### src/rtl/axis_i2s2_transmitter_pkg.sv
// Shared constants, slave FSM encoding and load-point helpers for the I2S2 transmitter.
package axis_i2s2_transmitter_pkg;

    localparam int unsigned I2S_SLOT_BITS = 32;

    typedef enum logic {
        WAIT_L = 1'b0,
        WAIT_R = 1'b1
    } slave_state_e;

    // Counter value of the left-channel load: last clk of the first SCLK period.
    function automatic int unsigned load_l_cnt(input int unsigned sclk_div_log2);
        return (32'd1 << sclk_div_log2) - 32'd1;
    endfunction

    // Counter value of the right-channel load: same point, half a frame later.
    function automatic int unsigned load_r_cnt(input int unsigned sclk_div_log2);
        return (32'd1 << (sclk_div_log2 + 32'd5)) + (32'd1 << sclk_div_log2) - 32'd1;
    endfunction

endpackage

### src/rtl/axis_i2s2_transmitter_clock_gen.sv
// Free-running frame counter producing LRCK/SCLK and the bit/load strobes.
//   clk, resetn   : clock, synchronous active-low reset
//   lrck, sclk    : word select and bit clock, taken straight from counter bits
//   bit_stb_c     : last clk of every SCLK period (shift point)
//   load_l_c/_r_c : left / right shifter load points
module i2s_clock_gen
    import axis_i2s2_transmitter_pkg::*;
#(
    parameter int unsigned SCLK_DIV_LOG2 = 3
) (
    input  logic clk,
    input  logic resetn,
    output logic lrck,
    output logic sclk,
    output logic bit_stb_c,
    output logic load_l_c,
    output logic load_r_c
);

    localparam int unsigned S = SCLK_DIV_LOG2;
    localparam int unsigned W = S + 6;

    logic [W-1:0] cnt;

    always_ff @(posedge clk) begin
        if (!resetn) cnt <= '0;
        else         cnt <= cnt + W'(1);
    end

    assign lrck      = cnt[W-1];
    assign sclk      = cnt[S-1];
    assign bit_stb_c = &cnt[S-1:0];
    assign load_l_c  = (cnt == W'(load_l_cnt(S)));
    assign load_r_c  = (cnt == W'(load_r_cnt(S)));

endmodule

### src/rtl/axis_i2s2_transmitter.sv
// AXI-Stream stereo pair to I2S serialiser for the Pmod I2S2 DAC.
//   s_axis_*  : 2-beat packets, left (last=0) then right (last=1)
//   tx_mclk   : clk forwarded; tx_lrck/tx_sclk/tx_sdout : I2S serial interface
//   underrun  : pulse when a frame starts with no pair buffered (silence sent)
//   desync    : pulse when a beat arrives with unexpected last flag
module axis_i2s2_transmitter
    import axis_i2s2_transmitter_pkg::*;
#(
    parameter int unsigned DATA_WIDTH    = 24,
    parameter int unsigned SCLK_DIV_LOG2 = 3
) (
    input  logic                  clk,
    input  logic                  resetn,
    input  logic [DATA_WIDTH-1:0] s_axis_data,
    input  logic                  s_axis_valid,
    output logic                  s_axis_ready,
    input  logic                  s_axis_last,
    output logic                  tx_mclk,
    output logic                  tx_lrck,
    output logic                  tx_sclk,
    output logic                  tx_sdout,
    output logic                  underrun,
    output logic                  desync
);

    localparam int unsigned PAD_BITS = I2S_SLOT_BITS - DATA_WIDTH;

    logic bit_stb_c, load_l_c, load_r_c;

    slave_state_e                state_q, state_d;
    logic [DATA_WIDTH-1:0]       hold_l_q, hold_l_d;
    logic [DATA_WIDTH-1:0]       hold_r_q, hold_r_d;
    logic                        hold_valid_q, hold_valid_d;
    logic [DATA_WIDTH-1:0]       frame_r_q, frame_r_d;
    logic [I2S_SLOT_BITS-1:0]    shift_q, shift_d;
    logic                        underrun_d, desync_d;
    logic                        beat_c;

    i2s_clock_gen #(
        .SCLK_DIV_LOG2(SCLK_DIV_LOG2)
    ) u_clock_gen (
        .clk       (clk),
        .resetn    (resetn),
        .lrck      (tx_lrck),
        .sclk      (tx_sclk),
        .bit_stb_c (bit_stb_c),
        .load_l_c  (load_l_c),
        .load_r_c  (load_r_c)
    );

    assign tx_mclk = clk;
    assign beat_c  = s_axis_valid & s_axis_ready;

    // Next-state: slave FSM, pair buffer, frame buffer and shifter.
    always_comb begin
        state_d      = state_q;
        hold_l_d     = hold_l_q;
        hold_r_d     = hold_r_q;
        hold_valid_d = hold_valid_q;
        frame_r_d    = frame_r_q;
        shift_d      = shift_q;
        underrun_d   = 1'b0;
        desync_d     = 1'b0;

        // Frame start takes the whole buffered pair; the left word goes straight
        // into the shifter, the right word waits in frame_r for its slot.
        if (load_l_c) begin
            if (hold_valid_q) begin
                shift_d      = {hold_l_q, {PAD_BITS{1'b0}}};
                frame_r_d    = hold_r_q;
                hold_valid_d = 1'b0;
            end else begin
                shift_d    = '0;
                frame_r_d  = '0;
                underrun_d = 1'b1;
            end
        end else if (load_r_c) begin
            shift_d = {frame_r_q, {PAD_BITS{1'b0}}};
        end else if (bit_stb_c) begin
            shift_d = {shift_q[I2S_SLOT_BITS-2:0], 1'b0};
        end

        // Beats only land while hold_valid is clear, so they never race the consume above.
        case (state_q)
            WAIT_L: begin
                if (beat_c) begin
                    if (!s_axis_last) begin
                        hold_l_d = s_axis_data;
                        state_d  = WAIT_R;
                    end else begin
                        desync_d = 1'b1;
                    end
                end
            end
            WAIT_R: begin
                if (beat_c) begin
                    if (s_axis_last) begin
                        hold_r_d     = s_axis_data;
                        hold_valid_d = 1'b1;
                        state_d      = WAIT_L;
                    end else begin
                        hold_l_d = s_axis_data;
                        desync_d = 1'b1;
                    end
                end
            end
            default: state_d = WAIT_L;
        endcase
    end

    // State register; ready is registered from the next hold_valid so it stays 0 in reset.
    always_ff @(posedge clk) begin
        if (!resetn) begin
            state_q      <= WAIT_L;
            hold_l_q     <= '0;
            hold_r_q     <= '0;
            hold_valid_q <= 1'b0;
            frame_r_q    <= '0;
            shift_q      <= '0;
            tx_sdout     <= 1'b0;
            underrun     <= 1'b0;
            desync       <= 1'b0;
            s_axis_ready <= 1'b0;
        end else begin
            state_q      <= state_d;
            hold_l_q     <= hold_l_d;
            hold_r_q     <= hold_r_d;
            hold_valid_q <= hold_valid_d;
            frame_r_q    <= frame_r_d;
            shift_q      <= shift_d;
            tx_sdout     <= shift_d[I2S_SLOT_BITS-1];
            underrun     <= underrun_d;
            desync       <= desync_d;
            s_axis_ready <= ~hold_valid_d;
        end
    end

endmodule

### config.mk
export PLATFORM = sky130hd
export DESIGN_NAME = axis_i2s2_transmitter
export DESIGN_NICKNAME = d
export VERILOG_FILES = /design/src/rtl/axis_i2s2_transmitter_pkg.sv /design/src/rtl/axis_i2s2_transmitter_clock_gen.sv /design/src/rtl/axis_i2s2_transmitter.sv
export SDC_FILE = /design/constraint.sdc
export NUM_CORES = 1
export LEC_CHECK = 0
export CELL_PAD_IN_SITES_DETAIL_PLACEMENT = 1
export CELL_PAD_IN_SITES_GLOBAL_PLACEMENT = 1
export CORE_MARGIN = 3
export CORE_UTILIZATION = 40
export CTS_CLUSTER_SIZE = 20
export DETAILED_ROUTE_END_ITERATION = 10
export GPL_TIMING_DRIVEN = 0
export PLACE_DENSITY_LB_ADDON = 0.05
export SETUP_SLACK_MARGIN = 0.3
export SLEW_MARGIN = 20
export SYNTH_ARGS = -nofsm -noshare
export SYNTH_HDL_FRONTEND = slang
export SYNTH_SLANG_ARGS = --single-unit
### constraint.sdc
create_clock -name clk -period 1.86 [get_ports clk]
set_input_delay 0.465 -clock clk [delete_from_list [all_inputs] [get_ports clk]]
set_output_delay 0.465 -clock clk [all_outputs]
set_load 0.005 [all_outputs]
==> flow_metrics.env <==
export IMPL_status="completed"
export IMPL_worstSkewPairLatency_ps=470
export IMPL_core_rowCount=38
export IMPL_peakVddDrop_v=0.000757
export IMPL_arrival_ps=1390
export IMPL_maxCapViolCount=0
export IMPL_synth_mux_area_share_pct=10.3
export IMPL_rsz0062_at_grt="true"
export IMPL_cts_hold_buf=0
export IMPL_drv_slew=0
export IMPL_synthXorXnorAreaFrac_pct=0.574
export IMPL_port_buffers=34
export IMPL_r2r_start="u_clock_gen.cnt[0]"
export IMPL_r2r_slack_ps=50
export IMPL_hpwl_um=9350
export IMPL_nets=623
export IMPL_filler_cell_count=1204
export IMPL_hold_depth=2
export IMPL_syn_to_final_growth_pct=44.5
export IMPL_antenna_found_initial=0
export IMPL_viasPerCell=5.51
export IMPL_drt_iter0_drc=165
export IMPL_grt_pass1_wl_um=24600
export IMPL_synth_compound_area_share_pct=15.2
export IMPL_grt_max_degree=16
export IMPL_synth_nets=548
export IMPL_postLayoutCellArea_mm2=0.00661
export IMPL_cts_tree="done"
export IMPL_syn_area_mm2=0.00458
export IMPL_crit_required_ps=1390
export IMPL_grt_overflow_total=0
export IMPL_drc=0
export IMPL_worstMarginPinSlew_ps=835
export IMPL_wl_um=15400
export IMPL_critPathCaptureType="output port"
export IMPL_hp_class="reg -> reg"
export IMPL_groute_usage_overall_pct=25.2
export IMPL_placed_area_mm2=0.00509
export IMPL_die_h_um=113
export IMPL_netlist_instances=518
export IMPL_place_congestion=0.764
export IMPL_layout_drive_gt1_share_pct=25.7
export IMPL_min_to="hold_r_q[16]"
export IMPL_synthSimpleGateAreaFrac_pct=20.2
export IMPL_synthAdderAreaFrac_pct=0.547
export IMPL_skew_ps=7.80
export IMPL_syn_area_per_cell_um2=8.83
export IMPL_ys_ff_latch=110
export IMPL_coreArea_mm2=0.0110
export IMPL_total_power_uw=4890
export IMPL_path_max_fanout=2
export IMPL_finalCoreUtilization_pct=59.9
export IMPL_synth_top_family_by_area="simple AND/OR/NAND/NOR gates"
export IMPL_die_area_mm2=0.0128
export IMPL_diodes=0
export IMPL_initial_utilization_pct=41.5
export IMPL_hold_viol=0
export IMPL_fin_cells=736
export IMPL_min_from="hold_r_q[16]"
export IMPL_dp_cells=692
export IMPL_synth_distinct_cells=30
export IMPL_setup_violations_final=0
export IMPL_power_density_mw_per_mm2=740
export IMPL_drtPass1Iterations=4
export IMPL_io_pin_count=35
export IMPL_path_class="clk -> out"
export IMPL_grt_pass1_vias=4493
export IMPL_startpoint="clk"
export IMPL_p_leak_uw=0.00238
export IMPL_vias=4056
export IMPL_relSlewSlack_pct=44.3
export IMPL_post_drt_wl_per_cell_um=21.0
export IMPL_yosysWarnings=0
export IMPL_seq_area_frac_synth_pct=48.1
export IMPL_cts_clk_slew_worst_paths_ps=70
export IMPL_timing_rr_end="frame_r_q[14]"
export IMPL_chipWidth_um=113
export IMPL_r2r_cells=7
export IMPL_drtAntennaViolNets=0
export IMPL_start_kind="clock port"
## flip-flops by register name, indices dropped and copies added, names as in the netlist, named ones only
signal / count
frame_r_q: 24
hold_l_q: 24
hold_r_q: 24
shift_q: 23
u_clock_gen.cnt: 9
desync: 1
hold_valid_q: 1
s_axis_ready: 1
tx_sdout: 1
underrun: 1
## kinds of logic (layout without fill, tap and decap cells)
logic type               Yosys count  in the layout
flip-flops                       110            110
AND/OR/NAND/NOR                  198            198
buffers and inverters             50            128
multiplexers                      47             47
adder cells (fa/ha/maj)            2              2
XOR/XNOR                           3              3
AO/OA/AOI/OAI                    108            108
## repair_timing
item,in CTS,in global routing
pin swaps,12,10
setup endpoints to repair,117,110
cloned,5,1
resized for setup,187,60
buffers inserted,19,2
## worst max-delay path, stage by stage
cell and delay, ps:
clkbuf_16 120, clkbuf_16 130, buf_6 110, buf_6 100
## worst max-delay path by stage
stage,end,cells after the start
2_1_floorplan,frame_r_q[10],6
3_5_place_dp,u_clock_gen.cnt[3],6
6_report,tx_mclk,4
4_1_cts,tx_mclk,4
3_3_place_gp,register,6
5_1_grt,tx_mclk,4
## cells in the final DEF (no fill, tap or decap), types with 5 or more instances in the layout
cell | netlist | layout
buf_8 | 0 | 6
a2111oi_4 | 0 | 21
buf_4 | 1 | 19
a21oi_1 | 54 | 52
clkdlybuf4s50_1 | 0 | 27
clkbuf_8 | 0 | 5
clkbuf_2 | 2 | 15
buf_12 | 0 | 5
a211oi_2 | 0 | 20
clkbuf_1 | 40 | 6
dfxtp_1 | 110 | 102
clkbuf_4 | 0 | 7
and3b_1 | 24 | 24
buf_6 | 5 | 7
clkbuf_16 | 0 | 15
nand2_1 | 147 | 147
mux2i_1 | 47 | 44
## synth_stat cells, drive strengths merged
library cell,n,area share [%]
nand2,147,12
dfxtp,110,48
a21oi,54,5.9
mux2i,47,10
clkbuf,42,3.5
a211oi,24,3.9
and3b,24,4.6
a2111oi,23,4.4
buf,6,1.4
or3,6,0.82
o21ai,5,0.55
nor2,4,0.33
and2,3,0.41
nand4,3,0.41
ha,2,0.55
inv,2,0.16
nand3,2,0.22
nand3b,2,0.33
nor3,2,0.22
xnor2,2,0.38
a211o,1,0.19
a22o,1,0.19
and3,1,0.14
and4,1,0.19
nand4bb,1,0.25
nor2b,1,0.14
or2,1,0.14
xor2,1,0.19
## stage by stage
step | hold slack (ps) | TNS (ps) | setup slack [ps]
after floorplan | 426 | 0 | 185
after global placement | 441 | -47890 | -641
after global routing | 479 | -3.23 | -3.23
after detailed placement | 447 | -51020 | -670
final | 457 | 0 | 5.02
after CTS | 455 | 0 | 9.32
## power breakdown
part           switching, uW  internal [uW]
combinational            148            128
sequential              22.5           2380
clock                    925           1280
total                   1090           3790
## routing by layer
layer,GRT usage (%),part of all wire (%)
met1,31.1,43
met2,43.4,52
met3,5.83,3.3
met4,7.85,1.7
met5,0,0
## cell type report
type                    instances  area [um^2]  area share, %
plain buffers                  48          437           6.61
clock buffers                  16          333           5.04
clock inverters                 2         10.0          0.151
inverters                       2         7.51          0.114
multi-input cells             358         2770           41.9
flip-flops and latches        110         2220           33.6
well taps                     140          175           2.65
repair buffers                 60          654           9.90
Note: power is estimated with default switching activity, not from simulation.
